`src/rtl/cpu_types_pkg.sv`:
```
// cpu_types_pkg: shared datapath types for the MEM/WB stage
// Provides word/register types, the write-data source select, the
// MEM/WB access state encoding and the WB latch record.
package cpu_types_pkg;
  localparam int WORD_W = 32;
  localparam int REG_W = 5;
  typedef logic [WORD_W-1:0] word_t;
  typedef logic [REG_W-1:0] regbits_t;
  typedef enum logic [1:0] {SEL_ALU = 2'd0, SEL_MEM = 2'd1, SEL_NPC = 2'd2} regsel_t;
  typedef enum logic [1:0] {IDLE = 2'd0, WAIT = 2'd1, DONE = 2'd2} memwb_state_t;
  typedef struct packed {
    logic regWr;
    regbits_t regDst;
    regsel_t regSel;
    word_t dmemload;
    word_t nPC;
    word_t ALUOut;
  } memwb_t;
endpackage

```
`src/rtl/mem_write_back_latch_if.sv`:
```
// mem_write_back_latch_if: EX/MEM inputs, data-cache handshake and WB latch outputs
// slave  : the MEM/WB stage (consumes EX/MEM + cache, drives requests + WB fields)
// master : the surrounding pipeline/cache (drives EX/MEM + cache, reads WB fields)
// MEM_WB_FWD_EN adds the forwarding outputs fwd_* and fwd_mem_*.
interface mem_write_back_latch_if;
  import cpu_types_pkg::*;
  logic en, flush;
  logic in_regWr, in_dREN, in_dWEN;
  regbits_t in_regDst;
  regsel_t in_regSel;
  word_t in_ALUOut, in_rdat2, in_nPC;
  logic dhit;
  word_t dmemload;
  logic dmemREN, dmemWEN, mem_stall;
  word_t dmemaddr, dmemstore;
  logic regWr;
  regbits_t regDst;
  regsel_t regSel;
  word_t dmemload_q, nPC, ALUOut, wdat;
`ifdef MEM_WB_FWD_EN
  logic fwd_valid, fwd_mem_valid;
  regbits_t fwd_reg, fwd_mem_reg;
  word_t fwd_data, fwd_mem_data;
`endif
  modport slave (
    input en, flush, in_regWr, in_dREN, in_dWEN, in_regDst, in_regSel,
          in_ALUOut, in_rdat2, in_nPC, dhit, dmemload,
    output dmemREN, dmemWEN, mem_stall, dmemaddr, dmemstore,
           regWr, regDst, regSel, dmemload_q, nPC, ALUOut, wdat
`ifdef MEM_WB_FWD_EN
    , output fwd_valid, fwd_reg, fwd_data, fwd_mem_valid, fwd_mem_reg, fwd_mem_data
`endif
  );
  modport master (
    output en, flush, in_regWr, in_dREN, in_dWEN, in_regDst, in_regSel,
           in_ALUOut, in_rdat2, in_nPC, dhit, dmemload,
    input dmemREN, dmemWEN, mem_stall, dmemaddr, dmemstore,
          regWr, regDst, regSel, dmemload_q, nPC, ALUOut, wdat
`ifdef MEM_WB_FWD_EN
    , input fwd_valid, fwd_reg, fwd_data, fwd_mem_valid, fwd_mem_reg, fwd_mem_data
`endif
  );
endinterface

```
`src/rtl/mem_write_back_latch_access_fsm.sv`:
```
// mem_access_fsm: data-cache access sequencing for the MEM/WB stage
// Ports: CLK/RST; en (pipeline advance); dREN/dWEN/dhit/dmemload from EX/MEM and
// cache; dmemREN/dmemWEN requests, mem_stall, memData (load data for the latch).
// MEM_WB_FWD_EN adds regWr/regDst inputs and registered fwd_mem_* outputs.
module mem_access_fsm
  import cpu_types_pkg::*;
(
  input  logic CLK,
  input  logic RST,
  input  logic en,
  input  logic dREN,
  input  logic dWEN,
  input  logic dhit,
  input  word_t dmemload,
  output logic dmemREN,
  output logic dmemWEN,
  output logic mem_stall,
  output word_t memData
`ifdef MEM_WB_FWD_EN
  ,
  input  logic regWr,
  input  regbits_t regDst,
  output logic fwd_mem_valid,
  output regbits_t fwd_mem_reg,
  output word_t fwd_mem_data
`endif
);
  memwb_state_t state, nextState;
  word_t holdReg;
  logic isLoad, access, busy, hitFrozen;
  // both enables set is illegal: it behaves as a store and captures no data
  assign isLoad = dREN && !dWEN;
  assign access = dREN || dWEN;
  // DONE keeps the finished access quiet so a store is never repeated
  assign busy = (state != DONE) && access;
  assign hitFrozen = busy && dhit && !en;
  always_ff @(posedge CLK) begin
    if (RST) begin
      state <= IDLE;
      holdReg <= '0;
    end else begin
      state <= nextState;
      if (hitFrozen) holdReg <= isLoad ? dmemload : '0;
    end
  end
  always_comb begin
    nextState = state == DONE ? (en ? IDLE : DONE)
              : !access ? IDLE
              : dhit ? (en ? IDLE : DONE)
              : WAIT;
  end
  // requests are gated by RST so an aborted access drops immediately
  always_comb begin
    dmemREN = !RST && busy && isLoad;
    dmemWEN = !RST && busy && dWEN;
    mem_stall = !RST && busy && !dhit;
    memData = state == DONE ? holdReg : dmemload;
  end
`ifdef MEM_WB_FWD_EN
  always_ff @(posedge CLK) begin
    if (RST) begin
      fwd_mem_valid <= 1'b0;
      fwd_mem_reg <= '0;
      fwd_mem_data <= '0;
    end else if (hitFrozen) begin
      fwd_mem_valid <= isLoad && regWr && regDst != '0;
      fwd_mem_reg <= regDst;
      fwd_mem_data <= dmemload;
    end else if (state == DONE && en) begin
      fwd_mem_valid <= 1'b0;
    end
  end
`endif
endmodule

```
`src/rtl/mem_write_back_latch.sv`:
```
// mem_write_back_latch: MEM/WB pipeline stage (cache access + write-back latch)
// Ports: CLK, RST (sync active-high); bus (mem_write_back_latch_if.slave) carrying
// en/flush, EX/MEM fields, cache handshake, WB latch fields and wdat.
// Optional feature macro: MEM_WB_FWD_EN (forwarding outputs on the interface).
module mem_write_back_latch
  import cpu_types_pkg::*;
#(
  parameter int DATA_W = 32,
  parameter int REG_AW = 5
) (
  input logic CLK,
  input logic RST,
  mem_write_back_latch_if.slave bus
);
  if (DATA_W != WORD_W || REG_AW != REG_W) begin : g_width_check
    $error("mem_write_back_latch: DATA_W/REG_AW must match cpu_types_pkg widths");
  end
  memwb_t wb, nextWb;
  word_t memData;
  logic loadEn;
  mem_access_fsm u_fsm (
    .CLK(CLK),
    .RST(RST),
    .en(bus.en),
    .dREN(bus.in_dREN),
    .dWEN(bus.in_dWEN),
    .dhit(bus.dhit),
    .dmemload(bus.dmemload),
    .dmemREN(bus.dmemREN),
    .dmemWEN(bus.dmemWEN),
    .mem_stall(bus.mem_stall),
    .memData(memData)
`ifdef MEM_WB_FWD_EN
    ,
    .regWr(bus.in_regWr),
    .regDst(bus.in_regDst),
    .fwd_mem_valid(bus.fwd_mem_valid),
    .fwd_mem_reg(bus.fwd_mem_reg),
    .fwd_mem_data(bus.fwd_mem_data)
`endif
  );
  // a flush bubble may enter even while the access is still outstanding
  assign loadEn = bus.en && (bus.flush || !bus.mem_stall);
  always_comb begin
    nextWb.regWr = bus.flush ? 1'b0 : bus.in_regWr;
    nextWb.regDst = bus.flush ? '0 : bus.in_regDst;
    nextWb.regSel = bus.flush ? SEL_ALU : bus.in_regSel;
    nextWb.dmemload = (bus.flush || !bus.in_dREN || bus.in_dWEN) ? '0 : memData;
    nextWb.nPC = bus.flush ? '0 : bus.in_nPC;
    nextWb.ALUOut = bus.flush ? '0 : bus.in_ALUOut;
  end
  always_ff @(posedge CLK) begin
    if (RST) wb <= '0;
    else if (loadEn) wb <= nextWb;
  end
  assign bus.dmemaddr = bus.in_ALUOut;
  assign bus.dmemstore = bus.in_rdat2;
  assign bus.regWr = wb.regWr;
  assign bus.regDst = wb.regDst;
  assign bus.regSel = wb.regSel;
  assign bus.dmemload_q = wb.dmemload;
  assign bus.nPC = wb.nPC;
  assign bus.ALUOut = wb.ALUOut;
  assign bus.wdat = wb.regSel == SEL_MEM ? wb.dmemload : wb.regSel == SEL_NPC ? wb.nPC : wb.ALUOut;
`ifdef MEM_WB_FWD_EN
  assign bus.fwd_valid = wb.regWr && wb.regDst != '0;
  assign bus.fwd_reg = wb.regDst;
  assign bus.fwd_data = bus.wdat;
`endif
endmodule

```
`src/flat_wrapper.sv`:
```
// flat-port wrapper written by rule: the top's interface ports become plain ports
module mem_write_back_latch_flat import cpu_types_pkg::*;
#(
  parameter int DATA_W = 32,
  parameter int REG_AW = 5
)
  (CLK, RST, bus_en, bus_flush, bus_in_regWr, bus_in_dREN, bus_in_dWEN, bus_in_regDst, bus_in_regSel, bus_in_ALUOut, bus_in_rdat2, bus_in_nPC, bus_dhit, bus_dmemload, bus_dmemREN, bus_dmemWEN, bus_mem_stall, bus_dmemaddr, bus_dmemstore, bus_regWr, bus_regDst, bus_regSel, bus_dmemload_q, bus_nPC, bus_ALUOut, bus_wdat);
  mem_write_back_latch_if bus_i ();
  input logic CLK;
  input logic RST;
  input wire logic [$bits(bus_i.en)-1:0] bus_en;
  input wire logic [$bits(bus_i.flush)-1:0] bus_flush;
  input wire logic [$bits(bus_i.in_regWr)-1:0] bus_in_regWr;
  input wire logic [$bits(bus_i.in_dREN)-1:0] bus_in_dREN;
  input wire logic [$bits(bus_i.in_dWEN)-1:0] bus_in_dWEN;
  input wire logic [$bits(bus_i.in_regDst)-1:0] bus_in_regDst;
  input wire logic [$bits(bus_i.in_regSel)-1:0] bus_in_regSel;
  input wire logic [$bits(bus_i.in_ALUOut)-1:0] bus_in_ALUOut;
  input wire logic [$bits(bus_i.in_rdat2)-1:0] bus_in_rdat2;
  input wire logic [$bits(bus_i.in_nPC)-1:0] bus_in_nPC;
  input wire logic [$bits(bus_i.dhit)-1:0] bus_dhit;
  input wire logic [$bits(bus_i.dmemload)-1:0] bus_dmemload;
  output wire logic [$bits(bus_i.dmemREN)-1:0] bus_dmemREN;
  output wire logic [$bits(bus_i.dmemWEN)-1:0] bus_dmemWEN;
  output wire logic [$bits(bus_i.mem_stall)-1:0] bus_mem_stall;
  output wire logic [$bits(bus_i.dmemaddr)-1:0] bus_dmemaddr;
  output wire logic [$bits(bus_i.dmemstore)-1:0] bus_dmemstore;
  output wire logic [$bits(bus_i.regWr)-1:0] bus_regWr;
  output wire logic [$bits(bus_i.regDst)-1:0] bus_regDst;
  output wire logic [$bits(bus_i.regSel)-1:0] bus_regSel;
  output wire logic [$bits(bus_i.dmemload_q)-1:0] bus_dmemload_q;
  output wire logic [$bits(bus_i.nPC)-1:0] bus_nPC;
  output wire logic [$bits(bus_i.ALUOut)-1:0] bus_ALUOut;
  output wire logic [$bits(bus_i.wdat)-1:0] bus_wdat;
  assign bus_i.en = bus_en;
  assign bus_i.flush = bus_flush;
  assign bus_i.in_regWr = bus_in_regWr;
  assign bus_i.in_dREN = bus_in_dREN;
  assign bus_i.in_dWEN = bus_in_dWEN;
  assign bus_i.in_regDst = bus_in_regDst;
  assign bus_i.in_regSel = bus_in_regSel;
  assign bus_i.in_ALUOut = bus_in_ALUOut;
  assign bus_i.in_rdat2 = bus_in_rdat2;
  assign bus_i.in_nPC = bus_in_nPC;
  assign bus_i.dhit = bus_dhit;
  assign bus_i.dmemload = bus_dmemload;
  assign bus_dmemREN = bus_i.dmemREN;
  assign bus_dmemWEN = bus_i.dmemWEN;
  assign bus_mem_stall = bus_i.mem_stall;
  assign bus_dmemaddr = bus_i.dmemaddr;
  assign bus_dmemstore = bus_i.dmemstore;
  assign bus_regWr = bus_i.regWr;
  assign bus_regDst = bus_i.regDst;
  assign bus_regSel = bus_i.regSel;
  assign bus_dmemload_q = bus_i.dmemload_q;
  assign bus_nPC = bus_i.nPC;
  assign bus_ALUOut = bus_i.ALUOut;
  assign bus_wdat = bus_i.wdat;
  mem_write_back_latch #(.DATA_W(DATA_W), .REG_AW(REG_AW)) u_core (.CLK(CLK), .RST(RST), .bus(bus_i));
endmodule
```
`config.mk`:
```
export PLATFORM = sky130hd
export DESIGN_NAME = mem_write_back_latch_flat
export DESIGN_NICKNAME = d
export VERILOG_FILES = /design/src/rtl/cpu_types_pkg.sv /design/src/rtl/mem_write_back_latch_if.sv /design/src/rtl/mem_write_back_latch_access_fsm.sv /design/src/rtl/mem_write_back_latch.sv /design/src/flat_wrapper.sv
export SDC_FILE = /design/constraint.sdc
export NUM_CORES = 1
export LEC_CHECK = 0
export ABC_AREA = 1
export CAP_MARGIN = 15
export CELL_PAD_IN_SITES_DETAIL_PLACEMENT = 2
export CELL_PAD_IN_SITES_GLOBAL_PLACEMENT = 2
export CORE_ASPECT_RATIO = 1.1
export CORE_UTILIZATION = 22
export CTS_CLUSTER_SIZE = 12
export DETAILED_ROUTE_END_ITERATION = 7
export PLACE_DENSITY = 0.95
export SLEW_MARGIN = 10
export SYNTH_ARGS = -nofsm -noshare
export SYNTH_HDL_FRONTEND = slang
export SYNTH_SLANG_ARGS = --single-unit
```
`constraint.sdc`:
```
create_clock -name CLK -period 2.64 [get_ports CLK]
set_clock_uncertainty 0.05 [all_clocks]
set_input_delay 0.264 -clock CLK [delete_from_list [all_inputs] [get_ports CLK]]
set_output_delay 0.264 -clock CLK [all_outputs]
set_load 0.05 [all_outputs]
```
==> summary.txt, run 1 <==
Outcome
  – Status: finished, final reports clean

STA
  – Fmax achieved: 404 MHz
  – Tcrit/Tclk final: 93.8%
  – Hold WS: 213 ps
  – Max-slew violation count: 0
  – Finish-stage setup viols: 0
  – RSZ-0062 raised after global routing: false
  – Fin Setup TNS: 0 ps
  – Fin crit period: 2480 ps
  – Slew headroom: 46.9%
  – Final Hold Fails: 0
  – Actual slew at the worst max-slew pin: 796 ps

Cells and area
  – Final #Nets: 1,502
  – Antenna cells: 0
  – Filler instances: 3,909
  – Layout cell share with drive strength beyond 1: 7.15%
  – Area grow syn2layout: 44.9%

Worst setup path
  – CP startpoint kind: flop
  – CP most frequent cell: nand2_1
  – Largest stage delay, worst path: 450 ps
  – Crit path cell chain: or2_1 -> nand2_1 -> inv_1 -> nand2_1 -> o211ai_1 -> buf_12
  – CP required: 2330 ps
  – Worst path bufs/invs: 2
  – Delay-heaviest family, CP: buffers and inverters
  – Critical path endpoint category: output port
  – Critical-path top delay cell: inv_1
  – Kind of critical path: flop to output port
  – Critical Path AT: 2160 ps
  – Critical path peak fanout: 12

CTS
  – CTS H-tree depth: 4
  – CTS buffer count: 17
  – Clock latency on the worst-skew pair: 430 ps
  – Post_cts resized: 0
  – Max Root-Sink Buffers: 2
  – Clock sink count: 138
  – CTS root buffer: clkbuf_16
  – CTS tree: done
  – Reg clk slew, reported paths: 60 ps
  – CTS Hold Bufs: 0
  – Post-CTS setup buffer count: 0

Pwr
  – VDD IR max: 0.458 mV
  – PD cells: 656 mW/mm^2
  – Leakage power: 4.72 nW
  – Total power: 7.16 mW

Floorplanning
  – Rows: 70
  – Die extent in x: 178 um
  – Die area: 0.0350 sq mm
  – Core Area: 0.0335 sq mm
  – Die Ht: 196 um
  – Ports: 346
  – Starting Density: 22.5%

Detailed routing
  – Routed Antenna Nets: 0
  – Vias: 8,497
  – First drt pass iteration count: 4
  – DR iter-0 viols: 407
  – DRT Wirelength: 35,300 um
  – Per-cell routed wire length: 19.6 um
  – Via density: 4.71
  – # DRC: 0

Synth
  – Synth Net Count: 1,336
  – Cell variety after synth: 22
  – Synth top area cells: dfxtp_1 37%, nand2_1 12%, nor2_1 10%
  – Syn_area_per_cell: 6.32 sq um
  – Register area share after synthesis: 36.7%
  – Most numerous cell in the Yosys netlist: nand2_1
  – Top cells by count, synth: 238 x nand2_1, 206 x nor2_1, 144 x nand3_1
  – Post-synth top area cell: dfxtp_1
  – Mapped Area: 0.00753 sq mm
  – EDFF count, synth: 0
  – Cells after Synth: 1,193
  – Asr flop ratio synth: 0%
  – Seq cells post-synth: 138
  – Yosys warning count: 0
  – Main synth FF type: dfxtp_1
  – Yosys top cell area share: 36.7%

GRT
  – Remaining global-route overflow: 0
  – Initial antenna violation count: 2
  – Largest net degree at the start of global routing: 115
  – Vias in the first global route: 9,294
  – Wire length of the first global-routing pass: 53,800 um
  – Total GRT Usage: 20.1%

Run
  – Max_cap viols: 0

Place
  – RePlAce Congestion: 0.813
  – Post-DP HPWL: 25,700 um
  – Port Buf Inserts: 281

Hold path
  – Hold crit path type: primary input to flop
==> flip-flops by register name (all words and copies together), names as in the netlist <==
register               cells
u_core.u_fsm.state         2
u_core.bus.regDst          5
u_core.bus.regWr           1
u_core.bus.dmemload_q     32
u_core.bus.ALUOut         32
u_core.bus.regSel          2
u_core.bus.nPC            32
u_core.u_fsm.holdReg      32
==> area by class of cell <==
type | instances | area [sq um] | share of cell area [%]
sequential | 138 | 2760 | 25.3
tap | 432 | 541 | 4.95
inverter | 107 | 404 | 3.70
clock buffer | 19 | 443 | 4.06
clock inverter | 12 | 174 | 1.59
multi-input combinational | 791 | 3480 | 31.9
timing repair buffer | 304 | 3110 | 28.5
==> worst register-to-register path: stages, from the launching register on <==
cell     delay (ps)
dfxtp_1         310
inv_2           410
a21oi_1         250
nand3_4         150
buf_12          380
nand3_1         260
nand2_1         100
nor2_1           40
==> path summary, 6_finish.rpt <==
kind / startpoint / to / slack (ps) / cells after the start
max: u_core.bus.regSel[0] / bus_wdat[26] / 160 / 6
min reg2reg: u_core.u_fsm.holdReg[0] / u_core.u_fsm.holdReg[0] / 400 / 2
max reg2reg: u_core.u_fsm.state[0] / u_core.bus.ALUOut[0] / 570 / 7
min: bus_en / u_core.bus.nPC[2] / 210 / 3
==> layout by cell type, fill, tap and decap left out, types with 2 or more instances in the layout <==
cell type | netlist | final
o211ai_1 | 8 | 8
o21ai_1 | 2 | 2
nand2_2 | 2 | 2
clkinv_2 | 0 | 4
clkbuf_16 | 0 | 17
clkinv_4 | 0 | 3
a21oi_1 | 131 | 131
o22ai_1 | 23 | 23
buf_12 | 0 | 17
inv_2 | 3 | 2
dfxtp_1 | 138 | 138
nand3_1 | 144 | 143
buf_4 | 74 | 41
o21ai_0 | 30 | 30
nor3_1 | 2 | 2
bufinv_16 | 0 | 4
clkdlybuf4s50_1 | 0 | 245
inv_1 | 104 | 104
nor2_1 | 206 | 206
nand2_1 | 238 | 238
==> stage by stage <==
| stage | cells | util [%] | setup WS [ps] | cell area (sq um) |
|---|---|---|---|---|
| floorplan | 1193 | - | 150 | 7530 |
| global placement | 1772 | 30.8 | 567 | 10300 |
| detailed placement | 1772 | 30.8 | 460 | 10300 |
| global route | 1803 | 32.6 | 29.8 | 10900 |
| finish | 1803 | 32.6 | 164 | 10900 |
| CTS | 1803 | 32.6 | 98.5 | 10900 |
==> cells by family after synthesis <==
group	count (synthesis)	share of synthesized area, %
compound gates	195	13.6
buf+inv	264	17.3
flops	138	36.7
simple gates	596	32.4
==> metal layers <==
layer	vias up	GRT usage [%]	routed length [um]
met5	-	0	28
met4	4	9.04	1310
met3	73	4.88	1930
met2	248	34.0	17200
met1	4119	23.9	14800
li1	4053	-	-
==> where the power goes <==
| group | switching, mW | internal, mW | leakage [nW] |
|---|---|---|---|
| combinational | 1.46 | 0.748 | 3.27 |
| sequential | 0.128 | 2.23 | 1.14 |
| clock | 0.996 | 1.60 | 0.303 |
Note: power is estimated with default switching activity, not from simulation.
==> inputs of run 2 (changes only) <==
SETUP_SLACK_MARGIN = 0.3   (was default)
==> run 2 against run 1 <==
Against the previous run:
- critical path depth is 1 higher
- worst hold slack better by 81 ps
- first-iteration DRC count down 9.6%
- non-clock buffer count rose by 3
- clock power up 5%
- cell count grew 0.22%
- global-route usage is 0.077 points higher
- setup slack improved by 170 ps
- highest routed layer is now met4
==> summary.txt, run 2 (same netlist as run 1, synthesis figures left out) <==
Cells and area
  – Fin area: 0.0111 sq mm (+1.7%)
  – FF+latch area: 0.00276 sq mm (about the same)
  – Final #Nets: 1,505 (+0.20%)
  – Layout cell share with drive strength beyond 1: 9.38% (+2.2 points)
  – Area grow syn2layout: 47.3%
  – Most frequent cells in the layout: 245 x clkdlybuf4s50_1, 237 x nand2_1, 186 x nor2_1
  – Filler instances: 3,925 (+0.41%)
  – Most common cell after layout, fill and taps aside: clkdlybuf4s50_1
  – Antenna cells: 0 (unchanged)
  – Layout Cells excl Fill: 1,807 (+0.22%)
  – Multi-input gate area: 0.00354 sq mm (+1.8%)

Pwr
  – Leakage power: 4.75 nW (+0.72%)
  – PD cells: 662 mW/mm^2 (+1.0%)
  – VDD IR max: 0.444 mV (-3.0%)

CTS
  – CTS buffer count: 17 (unchanged)
  – CTS root buffer: clkbuf_16
  – Reg clk slew, reported paths: 60 ps (about the same)
  – Clock sink count: 138 (unchanged)
  – CTS tree: done
  – CTS H-tree depth: 4 (unchanged)
  – Max Root-Sink Buffers: 2 (unchanged)
  – Clock latency on the worst-skew pair: 440 ps (about the same)

Detailed routing
  – DR iter-0 viols: 368 (-9.6%)
  – Via density: 4.74 (+0.53%)
  – Vias: 8,561 (+0.75%)
  – Per-cell routed wire length: 19.8 um (+1.1%)
  – # DRC: 0 (unchanged)
  – First drt pass iteration count: 6 (+2)
  – DRT Wirelength: 35,800 um (+1.3%)
  – Routed Antenna Nets: 0 (unchanged)

Worst setup path
  – Kind of critical path: flop to output port
  – Critical path endpoint category: output port
  – Reg2Reg Setup Slack: 510 ps (-60 ps)
  – Critical Path AT: 1990 ps (-170 ps)
  – Critical path peak fanout: 12 (unchanged)
  – Critical-path top delay cell: dfxtp_2
  – FF-to-FF path depth: 7 (unchanged)
  – CP startpoint kind: flop
  – Crit path cell chain: inv_1 -> or2_1 -> nand2_1 -> clkinvlp_4 -> buf_12 -> a21oi_1 -> buf_12
  – CP most frequent cell: buf_12
  – Reg-to-reg endpoint: u_core.u_fsm.holdReg[1]
  – CP required: 2330 ps (about the same)
  – Worst reg2reg startpoint: u_core.u_fsm.state[0]
  – Largest stage delay, worst path: 350 ps (-100 ps)

STA
  – Actual slew at the worst max-slew pin: 597 ps (-200 ps)
  – Finish-stage setup viols: 0 (unchanged)
  – Max-slew violation count: 0 (unchanged)
  – Final Hold Fails: 0 (unchanged)
  – Fin Setup TNS: 0 ps (unchanged)
  – Final worst slack: 336 ps (+172 ps)
  – Fin crit period: 2300 ps (-172 ps)
  – Slew headroom: 60.1% (+13 points)
  – Fmax achieved: 434 MHz (+7.5%)
  – RSZ-0062 raised after global routing: true
  – Tcrit/Tclk final: 87.3% (-6.5 points)

Floorplanning
  – Die extent in x: 178 um (unchanged)
  – Die Ht: 196 um (unchanged)
  – Rows: 70 (unchanged)
  – Ports: 346 (unchanged)
  – Die area: 0.0350 sq mm (unchanged)
  – Core Area: 0.0335 sq mm (unchanged)
  – Starting Density: 22.5% (unchanged)

Hold path
  – Beginning of the worst hold path: bus_en
  – Worst hold path cell count: 3 (unchanged)
  – Worst Hold End: u_core.bus.regDst[3]
  – Hold crit path type: primary input to flop

Run
  – Max_cap viols: 0 (unchanged)

GRT
  – Total GRT Usage: 20.2% (+0.077 points)
  – Largest net degree at the start of global routing: 81 (-30%)
  – Initial antenna violation count: 0 (-2)
  – Vias in the first global route: 9,330 (+0.39%)
  – Remaining global-route overflow: 0 (unchanged)
  – Wire length of the first global-routing pass: 54,000 um (+0.38%)

Place
  – Port Buf Inserts: 281 (unchanged)
  – Post-Place Cells: 1,774 (+0.11%)
  – DP Area: 0.0104 sq mm (+0.95%)
  – RePlAce Congestion: 0.825 (+1.5%)
  – Setup slack at placement: 447 ps (-12.8 ps)
  – Post-DP HPWL: 25,900 um (+0.86%)

Outcome
  – Status: finished, final reports clean
==> run 2: changes by cell type in the layout (fill, tap and decap cells not counted), sizes merged <==
| cell | change |
|---|---|
| clkinvlp | +3 |
| inv | -1 |
| bufinv | +1 |
| buf | +3 |
| clkbuf | -2 |
==> run 2: layer usage <==
layer | share of wire (%) | GRT usage [%] | up-vias | wire length (um)
li1 | - | - | 4060 | -
met3 | 4.7 | 4.28 | 70 | 1690
met2 | 50 | 35.5 | 247 | 17800
met4 | 3.1 | 8.04 | 0 | 1120
met1 | 42 | 23.6 | 4184 | 15100
met5 | 0 | 0 | - | 0
==> run 2: worst max-delay path: cells and delay by family, from the launching register on <==
family          cells  cell delay [ps]
compound gates      1              290
buf+inv             4              520
flops               1              350
simple gates        2              390
==> run 2: report_power, final <==
group / internal, mW / switching, mW
registers: 2.23 / 0.123
logic: 0.788 / 1.49
clock network: 1.68 / 1.04
total: 4.69 / 2.66
==> run 2: per-stage QoR <==
stage          utilization, %  hold WS (ps)  total power [mW]
2_1_floorplan               -           283              3.89
3_3_place_gp             31.1           382              4.57
3_5_place_dp             31.1           397              4.66
4_1_cts                  33.0           281              7.41
5_1_grt                  33.2           305              7.64
6_report                 33.2           294              7.35
==> run 2: final cells by class <==
cell class              count  area share (%)
multi-input cells         791            31.9
well taps                 432            4.87
repair buffers            307            28.8
clock inverters            15            2.02
flip-flops and latches    138            24.9
inverters                 107            3.71
clock buffers              17            3.83
==> run 2: worst max path at each step <==
stage,start,end,slack [ps],cells after the start
global placement,bus_flush,u_core.bus.nPC[14],500,8
finish,u_core.bus.regSel[1],bus_wdat[21],340,7
floorplan,u_core.bus.regSel[0],bus_wdat[21],170,5
global route,u_core.bus.regSel[1],bus_wdat[21],250,7
CTS,u_core.bus.regSel[0],bus_wdat[11],280,5
detailed placement,bus_in_dREN,u_core.bus.nPC[24],450,9
==> run 2: what timing repair did <==
item / CTS / global route
gates resized for setup: 2 / 7
pin swaps: 0 / 0
buffers inserted: 0 / 1
hold buffers: 0 / 0
setup endpoints to repair: 9 / 18
